`src/rtl/roberto_rx_servo_cmd.sv`:
```
// -----------------------------------------------------------------------------
// roberto_rx_servo_cmd
// Assembles 3-byte servo command frames [ID][POS][END] from the serial
// receiver byte stream, validates them and updates the addressed servo
// position register. Malformed frames and inter-byte timeouts are discarded
// and reported with a one-cycle error pulse.
//
// Ports
//   clock        in   1            system clock
//   reset        in   1            synchronous, active-high
//   zera_servos  in   1            pulse: restore all positions, abort frame
//   dado_rx      in   8            received byte, valid when pronto_rx=1
//   pronto_rx    in   1            one-cycle pulse per received byte
//   posicoes     out  8*N_SERVOS   packed positions, servo k at [8k+7:8k]
//   frame_ok     out  1            one-cycle pulse: valid frame applied
//   frame_err    out  1            one-cycle pulse: frame rejected
//   ocupado      out  1            high while a frame is partially received
//   db_estado    out  3            current FSM state code
// -----------------------------------------------------------------------------
module roberto_rx_servo_cmd #(
   parameter int         N_SERVOS    = 2,
   parameter logic [7:0] POS_MAX     = 8'd180,
   parameter logic [7:0] POS_DEFAULT = 8'd90,
   parameter logic [7:0] END_CHAR    = 8'h23,
   parameter int         TIMEOUT     = 50_000_000
) (
   input  logic                  clock,
   input  logic                  reset,
   input  logic                  zera_servos,
   input  logic [7:0]            dado_rx,
   input  logic                  pronto_rx,
   output logic [8*N_SERVOS-1:0] posicoes,
   output logic                  frame_ok,
   output logic                  frame_err,
   output logic                  ocupado,
   output logic [2:0]            db_estado
);

   localparam int         ID_W     = (N_SERVOS > 1) ? $clog2(N_SERVOS) : 1;
   localparam int         CNT_W    = (TIMEOUT > 1) ? $clog2(TIMEOUT) : 1;
   localparam logic [7:0] ID_FIRST = 8'h30;
   localparam logic [7:0] ID_LAST  = 8'(32'h30 + N_SERVOS - 1);
   localparam logic [CNT_W-1:0] CNT_LAST = CNT_W'(TIMEOUT - 1);

   typedef enum logic [2:0] {
      ESPERA_ID  = 3'd0,
      ESPERA_POS = 3'd1,
      ESPERA_FIM = 3'd2,
      APLICA     = 3'd3,
      ERRO       = 3'd4
   } estado_t;

   estado_t          estado_r;
   estado_t          estado_s;
   logic [ID_W-1:0]  id_r;
   logic [7:0]       pos_r;
   logic [CNT_W-1:0] cnt_r;
   logic             latch_id_s;
   logic             latch_pos_s;
   logic             cnt_clr_s;

   // True when the byte addresses an existing servo ('0'..'0'+N_SERVOS-1).
   function automatic logic id_valid(input logic [7:0] b);
      if ((b >= ID_FIRST) && (b <= ID_LAST)) begin
         return 1'b1;
      end else begin
         return 1'b0;
      end
   endfunction

   // Next-state decode. The counter only runs while waiting mid-frame; a
   // byte arriving on the timeout cycle is processed instead of timing out.
   always_comb begin
      estado_s    = ESPERA_ID;
      latch_id_s  = 1'b0;
      latch_pos_s = 1'b0;
      cnt_clr_s   = 1'b1;
      case (estado_r)
         ESPERA_ID: begin
            if (pronto_rx) begin
               if (id_valid(dado_rx)) begin
                  estado_s   = ESPERA_POS;
                  latch_id_s = 1'b1;
               end else begin
                  estado_s = ERRO;
               end
            end else begin
               estado_s = ESPERA_ID;
            end
         end
         ESPERA_POS: begin
            if (pronto_rx) begin
               if (dado_rx <= POS_MAX) begin
                  estado_s    = ESPERA_FIM;
                  latch_pos_s = 1'b1;
               end else begin
                  estado_s = ERRO;
               end
            end else if (cnt_r == CNT_LAST) begin
               estado_s = ERRO;
            end else begin
               estado_s  = ESPERA_POS;
               cnt_clr_s = 1'b0;
            end
         end
         ESPERA_FIM: begin
            if (pronto_rx) begin
               if (dado_rx == END_CHAR) begin
                  estado_s = APLICA;
               end else begin
                  estado_s = ERRO;
               end
            end else if (cnt_r == CNT_LAST) begin
               estado_s = ERRO;
            end else begin
               estado_s  = ESPERA_FIM;
               cnt_clr_s = 1'b0;
            end
         end
         APLICA: begin
            estado_s = ESPERA_ID;
         end
         ERRO: begin
            estado_s = ESPERA_ID;
         end
         default: begin
            estado_s = ESPERA_ID;
         end
      endcase
   end

   // State register with Moore outputs registered from the next state.
   always_ff @(posedge clock) begin
      if (reset || zera_servos) begin
         estado_r  <= ESPERA_ID;
         frame_ok  <= 1'b0;
         frame_err <= 1'b0;
         ocupado   <= 1'b0;
      end else begin
         estado_r  <= estado_s;
         frame_ok  <= (estado_s == APLICA);
         frame_err <= (estado_s == ERRO);
         ocupado   <= (estado_s == ESPERA_POS) || (estado_s == ESPERA_FIM);
      end
   end

   // Inter-byte timeout counter.
   always_ff @(posedge clock) begin
      if (reset || zera_servos) begin
         cnt_r <= {CNT_W{1'b0}};
      end else if (cnt_clr_s) begin
         cnt_r <= {CNT_W{1'b0}};
      end else begin
         cnt_r <= cnt_r + {{(CNT_W-1){1'b0}}, 1'b1};
      end
   end

   // Holding registers for the frame under assembly.
   always_ff @(posedge clock) begin
      if (reset || zera_servos) begin
         id_r  <= {ID_W{1'b0}};
         pos_r <= 8'd0;
      end else begin
         if (latch_id_s) begin
            id_r <= ID_W'(dado_rx - ID_FIRST);
         end
         if (latch_pos_s) begin
            pos_r <= dado_rx;
         end
      end
   end

   // Servo position registers: only the addressed servo changes in APLICA.
   always_ff @(posedge clock) begin
      if (reset || zera_servos) begin
         for (int k = 0; k < N_SERVOS; k++) begin
            posicoes[8*k +: 8] <= POS_DEFAULT;
         end
      end else if (estado_r == APLICA) begin
         for (int k = 0; k < N_SERVOS; k++) begin
            if (id_r == ID_W'(k)) begin
               posicoes[8*k +: 8] <= pos_r;
            end
         end
      end
   end

   assign db_estado = estado_r;

endmodule
```
`config.mk`:
```
export PLATFORM = sky130hd
export DESIGN_NAME = roberto_rx_servo_cmd
export DESIGN_NICKNAME = d
export VERILOG_FILES = /design/src/rtl/roberto_rx_servo_cmd.sv
export SDC_FILE = /design/constraint.sdc
export NUM_CORES = 1
export LEC_CHECK = 0
export ABC_AREA = 1
export CAP_MARGIN = 15
export CORE_MARGIN = 3
export CORE_UTILIZATION = 40
export DETAILED_ROUTE_END_ITERATION = 16
export PLACE_DENSITY = 0.72
export SLEW_MARGIN = 20
export SYNTH_ARGS = -nofsm -noshare
export SYNTH_HDL_FRONTEND = slang
export SYNTH_SLANG_ARGS = --single-unit
```
`constraint.sdc`:
```
create_clock -name clock -period 2.74 [get_ports clock]
set_input_delay 0.548 -clock clock [delete_from_list [all_inputs] [get_ports clock]]
set_output_delay 0.548 -clock clock [all_outputs]
set_load 0.005 [all_outputs]
```
==> qor_table.md, run 1 <==
| Group | Quantity | Reported |
|---|---|---|
| timing | Worst-case setup margin in the final layout | 0.906 ns |
| timing | Unrepaired setup endpoints after global routing | false |
| global routing | Vias in the first global route | 2313 |
| critical path | Critical path's largest stage delay | 0.40 ns |
| global routing | Met3 global-route usage | 0.0618 |
| global routing | Initial antenna violation count | 0 |
| clock tree | Clock transition time at the flip-flop clock pins of the worst setup and hold paths | 0.06 ns |
| floorplanning | Std-Cell Core Area | 6100 sq um |
| yosys | Yosys top cell area share | 0.440 |
| global routing | Total congestion overflow | 0 |
| power and ir drop | P per Cell Area | 510 nW/um^2 |
| drt | Number of nets still failing antenna checks after routing | 0 |
| finish | Fraction of layout cells with a size suffix above 1 | 0.124 |
| critical path | Start-to-end type of the worst setup path | reg2reg |
| placement | Buffers on Ports | 33 |
| yosys | Number of storage elements in the synthesis netlist | 57 |
| outcome | Status | completed |
| floorplanning | Initial Utilization | 0.425 |
| critical path | Endpoint arrival time on the critical path | 2.05 ns |
| critical path | Worst Path Max Fanout | 13 |
| timing | Headroom to the max-slew limit | 0.763 |
| critical path | Data required time of the worst path | 2.96 ns |
| critical path | Startpoint type of the worst setup path | flip-flop |
| critical path | Internal reg-to-reg setup slack | 0.91 ns |
| yosys | Commonest cells post-synth | sky130_fd_sc_hd__nand2_1, sky130_fd_sc_hd__dfxtp_1, sky130_fd_sc_hd__inv_1 |
| drt | Final Routed Wirelength | 5.42 mm |
| drt | Vias per Instance | 4.90 |
| yosys | Synth unique cells | 33 |
| clock tree | Clock root cell | sky130_fd_sc_hd__clkbuf_8 |
| yosys | Async set-or-reset flop fraction in the synthesized netlist | 0 |
| timing | Max Transition Viols Final | 0 |
| min path | Hold Path Depth | 2 |
| yosys | Fraction of the yosys area taken by sequential cells | 0.440 |
| yosys | Post-Synthesis Net Count | 360 |
| yosys | Largest area contributor in the netlist | sky130_fd_sc_hd__dfxtp_1 |
| global routing | Busiest layer in global routing | met2 |
| clock tree | Number of buffers on the longest clock path | 2 |
| clock tree | Post-cts sizing count | 0 |
| yosys | Synthesized area per cell | 7.47 sq um |
| finish | # diodes | 0 |
| drt | Number of iterations in the first detailed-routing pass | 5 |
| yosys | Most numerous cell in the Yosys netlist | sky130_fd_sc_hd__nand2_1 |
| floorplanning | FP Rows | 28 |
| clock tree | Clock Sink Count | 57 |
| placement | DP Wirelength | 4.00 mm |
| global routing | Gr usage total | 0.163 |
| global routing | Global-route wire length before repair | 9.83 mm |
| yosys | Prevailing post-synth register cell | sky130_fd_sc_hd__dfxtp_1 |
| yosys | EDFF count, synth | 0 |
| timing | Setup_tns | 0 ns |
| yosys | Post-synthesis instance total | 347 |
| yosys | Combined area of all synthesized cells | 2590 sq um |
| critical path | End of the worst register-to-register path | cnt_r[3] |
| timing | F_max | 545 MHz |
| critical path | Launch point of the worst reg-to-reg path | cnt_r[0] |
| clock tree | TritonCTS clock tree | done |
| critical path | Crit path from | cnt_r[0] |
| floorplanning | Die outline width | 86.5 um |
| timing | Slew at the pin closest to its max-slew limit | 0.355 ns |
| yosys | Warnings from Yosys | 0 |
| placement | Worst slack at placement | 0.616 ns |
| timing | Final Hold Violating Endpoints | 0 |
| clock tree | Total CTS buffers | 9 |
| drt | Vias after detailed routing | 2268 |
| clock tree | Setup bufs post-CTS | 0 |
| critical path | Critical path endpoint category | flip-flop |
| drt | Starting DRC count in detailed routing | 111 |
| timing | Number of endpoints failing setup at the final stage | 0 |
| finish | Area overhead of the layout relative to synthesis | 22.2% |
| clock tree | Latest clock arrival within the worst-skew pair | 0.34 ns |
| min path | Min-delay worst type | reg2reg |
| drt | Count of unresolved DRC violations after routing | 0 |
| placement | RD Place Congestion | 0.848 |
| floorplanning | Total die area | 7480 sq um |
| global routing | Pin count of the biggest net entering global routing | 29 |
| power and ir drop | Peak supply drop | 0.000366 V |
| clock tree | CTS H-Tree Depth | 3 |
| run | Max-cap violation count | 0 |
| critical path | Number of cells traversed by the worst register-to-register path | 9 |
| timing | Fin crit period | 1.83 ns |
| critical path | Slowest CP cell | sky130_fd_sc_hd__dfxtp_1 |
| global routing | Met1 Use GR | 0.187 |
| power and ir drop | Leakage dissipation | 1.21 nW |
| clock tree | # hold bufs at CTS | 0 |
| critical path | Worst path cell trace | ha_1 -> nand2_1 -> nor2_4 -> nand2_2 -> nor2_2 -> nand3_2 -> nand4_2 -> buf_4 -> a21oi_1 |
| drt | Routed len/inst | 11.7 um |
| yosys | Top post-synthesis cells by area | sky130_fd_sc_hd__dfxtp_1, sky130_fd_sc_hd__nand2_1, sky130_fd_sc_hd__a21oi_1 |
| timing | Setup skew after layout | 0.0106 ns |
| floorplanning | Top-level I/O count | 34 |
| timing | Post-route clock period utilization | 0.669 |
| floorplanning | Die Span Y | 86.5 um |
| global routing | Global routing met2 resource utilization | 0.284 |
| critical path | Worst setup endpoint | cnt_r[3] |
| finish | Final nets | 398 |
==> per-stage QoR <==
| stage | instance area (sq um) | cells | hold slack, ns | total power, W | utilization |
|---|---|---|---|---|---|
| detailed placement | 2990 | 449 | 0.465 | 0.000896 | 0.490 |
| global route | 3170 | 463 | 0.501 | 0.00167 | 0.520 |
| global placement | 2990 | 449 | 0.460 | 0.000895 | 0.490 |
| CTS | 3170 | 463 | 0.482 | 0.00163 | 0.520 |
| finish | 3170 | 463 | 0.479 | 0.00162 | 0.520 |
| floorplan | 2590 | 347 | 0.441 | 0.000869 | - |
==> metal layers <==
metal / share of wire / routed length, um
met3: 0.041 / 224
met4: 0.012 / 66
met1: 0.46 / 2510
met2: 0.48 / 2620
met5: 0 / 0
==> sequential cells by signal (all words and copies together), names as in the netlist <==
signal and count:
cnt_r 26, posicoes 16, pos_r 8, db_estado 3, frame_err 1, frame_ok 1, id_r 1, ocupado 1
==> area by class of cell <==
type                       instances  area, sq um
clock buffer                       9          124
clock inverter                     5         58.8
fill                             603         2930
inverter                          47          176
multi-input combinational        235         1230
sequential                        57         1140
tap                               75         93.8
timing repair buffer              35          345
==> logic make-up after synthesis <==
| family | synth area share |
|---|---|
| AOI/OAI and AO/OA | 0.131 |
| DFF | 0.440 |
| buffers and inverters | 0.0854 |
| adders and majority gates | 0.00483 |
| and+or+nand+nor | 0.315 |
| xor gates and xnor gates | 0.0236 |
==> power by group <==
part | internal, W | total [W] | switching (W)
Clock | 0.000409 | 0.000738 | 0.000329
Sequential | 0.000830 | 0.000831 | 0.00000106
Combinational | 0.0000232 | 0.0000466 | 0.0000234
Total | 0.00126 | 0.00162 | 0.000354
==> cells in the final DEF (no fill, tap or decap), types with 2 or more instances in the layout <==
cell and count:
sky130_fd_sc_hd__nand3_2 2, sky130_fd_sc_hd__inv_2 9, sky130_fd_sc_hd__nor3b_2 2, sky130_fd_sc_hd__a21oi_1 29
sky130_fd_sc_hd__a31oi_1 2, sky130_fd_sc_hd__nand4_1 10, sky130_fd_sc_hd__clkbuf_8 9, sky130_fd_sc_hd__o211ai_1 8
sky130_fd_sc_hd__nor3_1 8, sky130_fd_sc_hd__xor2_1 3, sky130_fd_sc_hd__nor2_4 2, sky130_fd_sc_hd__nand2_1 63
sky130_fd_sc_hd__dfxtp_1 57, sky130_fd_sc_hd__nor3_4 2, sky130_fd_sc_hd__o21ai_0 20, sky130_fd_sc_hd__o21ai_1 3
sky130_fd_sc_hd__clkinvlp_4 2, sky130_fd_sc_hd__or2_0 2, sky130_fd_sc_hd__nand2_2 6, sky130_fd_sc_hd__nor2_2 4
sky130_fd_sc_hd__clkdlybuf4s50_1 33, sky130_fd_sc_hd__buf_4 2, sky130_fd_sc_hd__nor3_2 4, sky130_fd_sc_hd__nand3_1 17
sky130_fd_sc_hd__nor2_1 37, sky130_fd_sc_hd__inv_1 38, sky130_fd_sc_hd__xnor2_1 4
==> worst min path at each step <==
stage | startpoint | endpoint | slack (ns)
3_3_place_gp | id_r | id_r | 0.46
5_1_grt | posicoes[4] | posicoes[4] | 0.50
2_1_floorplan | cnt_r[0] | cnt_r[0] | 0.44
4_1_cts | posicoes[4] | posicoes[4] | 0.48
3_5_place_dp | posicoes[4] | posicoes[4] | 0.47
6_report | posicoes[6] | posicoes[6] | 0.48
==> critical path: cells and delay by family (launching register included) <==
family	cells	cell delay [ns]
buffers and inverters	1	0.26
AO/OA/AOI/OAI	1	0.06
AND/OR/NAND/NOR	6	0.80
adder cells (fa/ha/maj)	1	0.19
flip-flops	1	0.40
Note: power is estimated with default switching activity, not from simulation.
==> run 2, diff against run 1 <==
PLACE_DENSITY = 0.74   (was 0.72)
clock period = 1.6 ns   (was 2.74 ns; I/O delays follow)
==> run 2 against run 1 <==
Compared with the run above:
- first-iteration DRC count increased by 17%
- sequential cell count did not move
- via count up 8.6%
- critical path depth rose by 1
- total power grew 85%
- wire length grew 15%
- critical path type unchanged
- final cell count grew 6.7%
- worst setup slack worse by 0.88 ns
- die area did not move
- maximum frequency up 16%
- register-to-register slack got worse by 0.88 ns
- clock power is 99% higher
==> qor_table.md, run 2 (synthesis results as in run 1) <==
| Group | Quantity | Reported | Delta |
|---|---|---|---|
| timing | Fin crit period | 1.58 ns | -0.258 ns |
| finish | Registers with the most flip-flops | cnt_r x26, posicoes x16, pos_r x8 |  |
| drt | Number of nets still failing antenna checks after routing | 0 | unchanged |
| finish | Largest register FFs | 26 | unchanged |
| critical path | Critical path endpoint category | flip-flop |  |
| power and ir drop | Comb power frac | 0.032 | +0.003 |
| power and ir drop | P per Cell Area | 827 nW/um^2 | +62% |
| clock tree | Total CTS buffers | 9 | unchanged |
| placement | Buffers on Ports | 33 | unchanged |
| timing | Headroom to the max-slew limit | 0.763 | +0.000894 |
| finish | Register name with the most flops | cnt_r |  |
| critical path | Endpoint arrival time on the critical path | 1.82 ns | -0.23 ns |
| timing | Max Transition Viols Final | 0 | unchanged |
| power and ir drop | P_sw | 0.000641 W | +81% |
| timing | Worst-case setup margin in the final layout | 0.0238 ns | -0.882 ns |
| drt | Vias after detailed routing | 2462 | +8.6% |
| timing | F_max | 634 MHz | +16% |
| timing | Post-route clock period utilization | 0.985 | +0.316 |
| critical path | Start-to-end type of the worst setup path | reg2reg |  |
| drt | Final Routed Wirelength | 6.22 mm | +15% |
| global routing | Pin count of the biggest net entering global routing | 29 | unchanged |
| drt | Number of iterations in the first detailed-routing pass | 5 | unchanged |
| power and ir drop | Peak supply drop | 0.000974 V | +170% |
| clock tree | Latest clock arrival within the worst-skew pair | 0.35 ns | about the same |
| critical path | Startpoint type of the worst setup path | flip-flop |  |
| global routing | Vias in the first global route | 2371 | +2.5% |
| timing | Setup skew after layout | 0.00941 ns | -0.00119 ns |
| clock tree | Clock transition time at the flip-flop clock pins of the worst setup and hold paths | 0.07 ns | about the same |
| critical path | Number of cells traversed by the worst register-to-register path | 10 | +1 |
| critical path | Worst path cell trace | ha_4 -> nand2_4 -> nor2_4 -> nand2_2 -> nor2_2 -> nand3_2 -> nand4_4 -> buf_12 -> inv_8 -> and3_4 |  |
| critical path | Critical path's largest stage delay | 0.35 ns | -0.05 ns |
| placement | Worst slack at placement | -0.262 ns | -0.879 ns |
| critical path | Launch point of the worst reg-to-reg path | cnt_r[0] |  |
| finish | # diodes | 0 | unchanged |
| drt | Starting DRC count in detailed routing | 130 | +17% |
| placement | RD Place Congestion | 0.812 | -4.2% |
| critical path | Slowest CP cell | sky130_fd_sc_hd__dfxtp_2 |  |
| global routing | Total congestion overflow | 0 | unchanged |
| global routing | Global-route wire length before repair | 10.1 mm | +2.8% |
| floorplanning | Initial Utilization | 0.425 | unchanged |
| global routing | Gr usage total | 0.173 | +0.00990 |
| drt | Routed len/inst | 12.6 um | +7.6% |
| min path | Hold Path Depth | 2 | unchanged |
| timing | Setup_tns | 0 ns | unchanged |
| clock tree | Clock root cell | sky130_fd_sc_hd__clkbuf_8 |  |
| clock tree | Number of buffers on the longest clock path | 2 | unchanged |
| power and ir drop | Power share of the clock group | 0.491 | +0.034 |
| floorplanning | Die outline width | 86.5 um | unchanged |
| timing | Final Hold Violating Endpoints | 0 | unchanged |
| placement | Placed insts | 469 | +4.5% |
| floorplanning | Std-Cell Core Area | 6100 sq um | unchanged |
| drt | Vias per Instance | 4.98 | +1.7% |
| power and ir drop | Reg power frac | 0.477 | -0.037 |
| finish | Most common cell after layout, fill and taps aside | sky130_fd_sc_hd__nand2_1 |  |
| clock tree | TritonCTS clock tree | done |  |
| critical path | Internal reg-to-reg setup slack | 0.02 ns | -0.88 ns |
| floorplanning | FP Rows | 28 | unchanged |
| timing | Number of endpoints failing setup at the final stage | 0 | unchanged |
| min path | Worst hold start | id_r |  |
| global routing | Initial antenna violation count | 0 | unchanged |
| floorplanning | Top-level I/O count | 34 | unchanged |
| outcome | Status | completed |  |
| drt | Count of unresolved DRC violations after routing | 0 | unchanged |
| placement | DP Wirelength | 4.32 mm | +7.9% |
| timing | Slew at the pin closest to its max-slew limit | 0.352 ns | -0.00321 ns |
| critical path | Worst Path Max Fanout | 5 | -8 |
| power and ir drop | Net Sw Frac | 0.215 | -0.00413 |
| power and ir drop | Leakage dissipation | 1.39 nW | +15% |
| floorplanning | Die Span Y | 86.5 um | unchanged |
| finish | Final non-filler cell total | 494 | +6.7% |
| clock tree | Clock Sink Count | 57 | unchanged |
| run | Max-cap violation count | 0 | unchanged |
| floorplanning | Total die area | 7480 sq um | unchanged |
| critical path | End of the worst register-to-register path | cnt_r[20] |  |
| min path | Endpoint of the worst hold path | id_r |  |
| min path | Min-delay worst type | reg2reg |  |
| timing | Unrepaired setup endpoints after global routing | true |  |
| power and ir drop | P_int | 0.00234 W | +86% |
| finish | Final nets | 427 | +7.3% |
| finish | Top library cells by usage in the layout, fill and taps aside | sky130_fd_sc_hd__nand2_1, sky130_fd_sc_hd__dfxtp_1, sky130_fd_sc_hd__inv_1 |  |
| critical path | Data required time of the worst path | 1.84 ns | -1.12 ns |
| finish | Area overhead of the layout relative to synthesis | 39.2% |  |
| clock tree | CTS H-Tree Depth | 3 | unchanged |
| clock tree | # hold bufs at CTS | 0 | unchanged |
| finish | Fraction of layout cells with a size suffix above 1 | 0.253 | +0.129 |
[run 2: cell type report]
| type | instances | area (sq um) |
|---|---|---|
| Fill cell | 571 | 2490 |
| Multi-Input combinational cell | 235 | 1350 |
| Sequential cell | 57 | 1150 |
| Timing Repair Buffer | 64 | 627 |
| Inverter | 47 | 184 |
| Clock buffer | 11 | 131 |
| Tap cell | 75 | 93.8 |
| Clock inverter | 5 | 80.1 |
[run 2: repair_timing]
action	CTS	global route
cloned	0	1
hold endpoints to repair	0	0
buffers inserted	6	2
gates resized for setup	3	43
setup endpoints to repair	14	33
pin swaps	1	12
[run 2: how the worst max path moves through the flow]
stage / from / cells past startpoint / slack, ns / end
2_1_floorplan: cnt_r[0] / 10 / 0.13 / cnt_r[22]
3_3_place_gp: dado_rx[1] / 7 / -0.20 / pos_r[1]
3_5_place_dp: dado_rx[1] / 7 / -0.26 / pos_r[1]
4_1_cts: cnt_r[0] / 10 / -0.006 / cnt_r[20]
5_1_grt: cnt_r[0] / 12 / -0.08 / ocupado
6_report: cnt_r[0] / 10 / 0.02 / cnt_r[20]
[run 2: through the flow]
| step | area [sq um] | hold slack [ns] | total power, W | util |
|---|---|---|---|---|
| 3_5_place_dp | 3150 | 0.458 | 0.00154 | 0.517 |
| 3_3_place_gp | 3150 | 0.453 | 0.00154 | 0.517 |
| 5_1_grt | 3610 | 0.501 | 0.00310 | 0.592 |
| 6_report | 3610 | 0.467 | 0.00299 | 0.592 |
| 2_1_floorplan | 2590 | 0.441 | 0.00149 | - |
| 4_1_cts | 3410 | 0.468 | 0.00300 | 0.560 |
[run 2: layer usage]
metal / vias up / routed length (um) / global-route usage
li1: 1270 / - / -
met1: 1124 / 2590 / 0.181
met2: 52 / 3180 / 0.306
met3: 16 / 332 / 0.0751
met4: 0 / 109 / 0.0652
met5: - / 0 / 0
[run 2: power by group through the flow]
stage	clock, W	sequential, W	combinational (W)
finish	0.00147	0.00142	0.0000962
floorplan	0	0.00145	0.0000334
CTS	0.00149	0.00142	0.0000902
global placement	0	0.00145	0.0000884
global route	0.00158	0.00142	0.000105
detailed placement	0	0.00145	0.0000901
[run 2: critical path: cells and delay by family (launching register included)]
family,cells,cell delay [ns]
AND/OR/NAND/NOR,7,0.76
flip-flops,1,0.35
buffers and inverters,2,0.19
adder cells (fa/ha/maj),1,0.15
==> run 3, diff against run 2 <==
DONT_BUFFER_PORTS = 1   (was default)
PLACE_DENSITY = 0.67   (was 0.74)
RECOVER_POWER = 25   (was default)
==> run 3 against run 2 <==
Compared with the run above:
- the run now ends with setup timing left
- clock skew increased by 0.0017 ns
- wire length decreased by 7.1%
- sequential cell count unchanged
- first-iteration DRC count fell by 26%
- register-to-register slack lost 0.04 ns
- die area is the same
- clock power up 3%
- largest cell class unchanged
==> qor_table.md, run 3 (synthesis results as in run 1) <==
| Group | Quantity | Reported | Delta |
|---|---|---|---|
| drt | Routed len/inst | 12.8 um | +1.5% |
| clock tree | Latest clock arrival within the worst-skew pair | 0.34 ns | about the same |
| drt | Starting DRC count in detailed routing | 96 | -26% |
| floorplanning | Top-level I/O count | 34 | unchanged |
| power and ir drop | P per Cell Area | 915 nW/um^2 | +11% |
| critical path | Critical path endpoint category | flip-flop |  |
| finish | Largest register FFs | 26 | unchanged |
| floorplanning | Std-Cell Core Area | 6100 sq um | unchanged |
| finish | Registers with the most flip-flops | cnt_r x26, posicoes x16, pos_r x8 |  |
| placement | Placed insts | 430 | -8.3% |
| power and ir drop | Reg power frac | 0.476 | about the same |
| drt | Vias after detailed routing | 2289 | -7.0% |
| critical path | Critical path's largest stage delay | 0.36 ns | about the same |
| critical path | Worst path cell trace | ha_4 -> nand2_4 -> nor2_4 -> nand2_2 -> nor2_2 -> nand3_2 -> nand4_4 -> clkbuf_16 -> nor2_2 |  |
| power and ir drop | Net Sw Frac | 0.222 | +0.00763 |
| critical path | Slowest CP cell | sky130_fd_sc_hd__dfxtp_2 |  |
| finish | Core utilization of the finished layout | 0.536 | -0.0564 |
| outcome | Status | finished, violations left |  |
| floorplanning | Initial Utilization | 0.425 | unchanged |
| min path | Worst hold start | dado_rx[1] |  |
| clock tree | Clock transition time at the flip-flop clock pins of the worst setup and hold paths | 0.08 ns | about the same |
| global routing | Total congestion overflow | 0 | unchanged |
| timing | Headroom to the max-slew limit | 0.756 | -0.00754 |
| power and ir drop | Comb power frac | 0.016 | -0.016 |
| finish | Area overhead of the layout relative to synthesis | 26.0% |  |
| critical path | End of the worst register-to-register path | cnt_r[5] |  |
| power and ir drop | P_int | 0.00232 W | -0.84% |
| clock tree | TritonCTS clock tree | done |  |
| critical path | Start-to-end type of the worst setup path | reg2reg |  |
| global routing | Gr usage total | 0.166 | -0.00749 |
| placement | RD Place Congestion | 0.857 | +5.6% |
| clock tree | CTS H-Tree Depth | 3 | unchanged |
| clock tree | Clock root cell | sky130_fd_sc_hd__clkbuf_8 |  |
| finish | # diodes | 0 | unchanged |
| drt | Vias per Instance | 5.06 | +1.6% |
| timing | Final Hold Violating Endpoints | 0 | unchanged |
| critical path | CP Buf/Inv Count | 1 | -1 |
| floorplanning | FP Rows | 28 | unchanged |
| clock tree | Total CTS buffers | 9 | unchanged |
| finish | Final non-filler cell total | 452 | -8.5% |
| timing | Post-route clock period utilization | 1.01 | +0.0230 |
| timing | Worst-case setup margin in the final layout | -0.0131 ns | -0.0369 ns |
| finish | Top library cells by usage in the layout, fill and taps aside | sky130_fd_sc_hd__nand2_1, sky130_fd_sc_hd__dfxtp_1, sky130_fd_sc_hd__inv_1 |  |
| power and ir drop | Peak supply drop | 0.000786 V | -19% |
| floorplanning | Total die area | 7480 sq um | unchanged |
| timing | Number of endpoints failing setup at the final stage | 5 | +5 |
| critical path | Number of cells traversed by the worst register-to-register path | 9 | -1 |
| floorplanning | Die Span Y | 86.5 um | unchanged |
| min path | Endpoint of the worst hold path | pos_r[1] |  |
| drt | Count of unresolved DRC violations after routing | 0 | unchanged |
| critical path | Worst Path Max Fanout | 7 | +2 |
| power and ir drop | Power share of the clock group | 0.509 | +0.018 |
| floorplanning | Die outline width | 86.5 um | unchanged |
| power and ir drop | Final total power | 0.00299 W | +0.13% |
| global routing | Global-route wire length before repair | 9.83 mm | -2.7% |
| global routing | Initial antenna violation count | 0 | unchanged |
| global routing | Vias in the first global route | 2273 | -4.1% |
| placement | Buffers on Ports | 0 | -100% |
| power and ir drop | P_sw | 0.000665 W | +3.7% |
| critical path | Internal reg-to-reg setup slack | -0.01 ns | -0.04 ns |
| min path | Min-delay worst type | in2reg |  |
| timing | Slew at the pin closest to its max-slew limit | 0.363 ns | +0.0107 ns |
| critical path | Data required time of the worst path | 1.84 ns | about the same |
| critical path | Kind of cell with the highest combined delay on the critical path | simple AND/OR/NAND/NOR gates |  |
| timing | F_max | 620 MHz | -2.3% |
| placement | DP Wirelength | 4.11 mm | -5.0% |
| global routing | Pin count of the biggest net entering global routing | 29 | unchanged |
| finish | Combined area of the multi-input logic cells | 1400 sq um | +4.1% |
| clock tree | Clock Sink Count | 57 | unchanged |
| drt | Number of iterations in the first detailed-routing pass | 4 | -1 |
| timing | Setup skew after layout | 0.0111 ns | +0.00174 ns |
| run | Max-cap violation count | 0 | unchanged |
| finish | Flip-flop and latch area | 1140 sq um | -0.11% |
| drt | Number of nets still failing antenna checks after routing | 0 | unchanged |
| finish | Fraction of layout cells with a size suffix above 1 | 0.273 | +0.0202 |
| power and ir drop | Leakage dissipation | 1.30 nW | -6.5% |
| finish | Fillers | 593 | +3.9% |
| drt | Final Routed Wirelength | 5.77 mm | -7.1% |
| critical path | Dominant cell type by count on the critical path | sky130_fd_sc_hd__nor2_2 |  |
| min path | Hold Path Depth | 2 | unchanged |
| timing | Worst hold-check slack | 0.173 ns | -0.294 ns |
| critical path | Startpoint type of the worst setup path | flip-flop |  |
| finish | Final nets | 385 | -9.8% |
| finish | Most common cell after layout, fill and taps aside | sky130_fd_sc_hd__nand2_1 |  |
| timing | Fin crit period | 1.61 ns | +0.0369 ns |
| clock tree | Number of buffers on the longest clock path | 2 | unchanged |
| timing | Unrepaired setup endpoints after global routing | true |  |
| timing | Max Transition Viols Final | 0 | unchanged |
| finish | Register name with the most flops | cnt_r |  |
| critical path | Launch point of the worst reg-to-reg path | cnt_r[0] |  |
| outcome | Failing checks | setup timing |  |
| critical path | Endpoint arrival time on the critical path | 1.85 ns | +0.03 ns |
run 3: changes by cell type in the layout (fill, tap and decap cells not counted), sizes merged:
cell / previous run / this run
clkbuf: 12 / 10
clkdlybuf4s50: 33 / 0
buf: 30 / 21
inv: 47 / 49
run 3: final cells by class:
| class | count | share of cell area |
|---|---|---|
| inverters | 47 | 0.0563 |
| well taps | 75 | 0.0287 |
| clock inverters | 7 | 0.0310 |
| repair buffers | 22 | 0.0659 |
| flip-flops and latches | 57 | 0.351 |
| clock buffers | 9 | 0.0379 |
| multi-input cells | 235 | 0.430 |
run 3: per-stage QoR:
step                TNS [ns]  setup slack (ns)  area, sq um
finish               -0.0233           -0.0131         3270
global route           -1.29            -0.110         3270
CTS                        0           0.00660         3020
detailed placement    -0.153           -0.0419         2770
global placement           0            0.0246         2770
floorplan                  0             0.127         2590
run 3: worst max path at each step:
stage | startpoint | to | slack [ns] | cells after the start
finish | cnt_r[0] | cnt_r[5] | -0.01 | 9
global placement | cnt_r[0] | cnt_r[13] | 0.02 | 9
CTS | cnt_r[0] | ocupado | 0.007 | 12
detailed placement | cnt_r[0] | cnt_r[13] | -0.04 | 9
floorplan | cnt_r[0] | cnt_r[22] | 0.13 | 10
global route | cnt_r[0] | ocupado | -0.11 | 12
run 3: per-layer routing:
layer / up-vias / share of wire / GRT usage
met3: 5 / 0.050 / 0.0542
li1: 1191 / - / -
met4: 0 / 0.016 / 0.0722
met2: 37 / 0.49 / 0.275
met1: 1056 / 0.44 / 0.196
met5: - / 0 / 0
run 3: power by group through the flow:
stage          combinational [W]  sequential (W)  clock, W
6_report               0.0000466         0.00142   0.00152
4_1_cts                0.0000434         0.00142   0.00155
5_1_grt                0.0000546         0.00142   0.00161
3_3_place_gp           0.0000420         0.00145         0
2_1_floorplan          0.0000334         0.00145         0
3_5_place_dp           0.0000423         0.00145         0
run 3: timing repair:
item                                    in CTS  in global routing
cloned                                       0                  1
buffers inserted                             0                  6
endpoints found under the setup margin      17                 34
endpoints found under the hold margin        0                  0
gates resized for setup                      7                 41
pin swaps                                    1                 12
hold buffers                                 0                  0
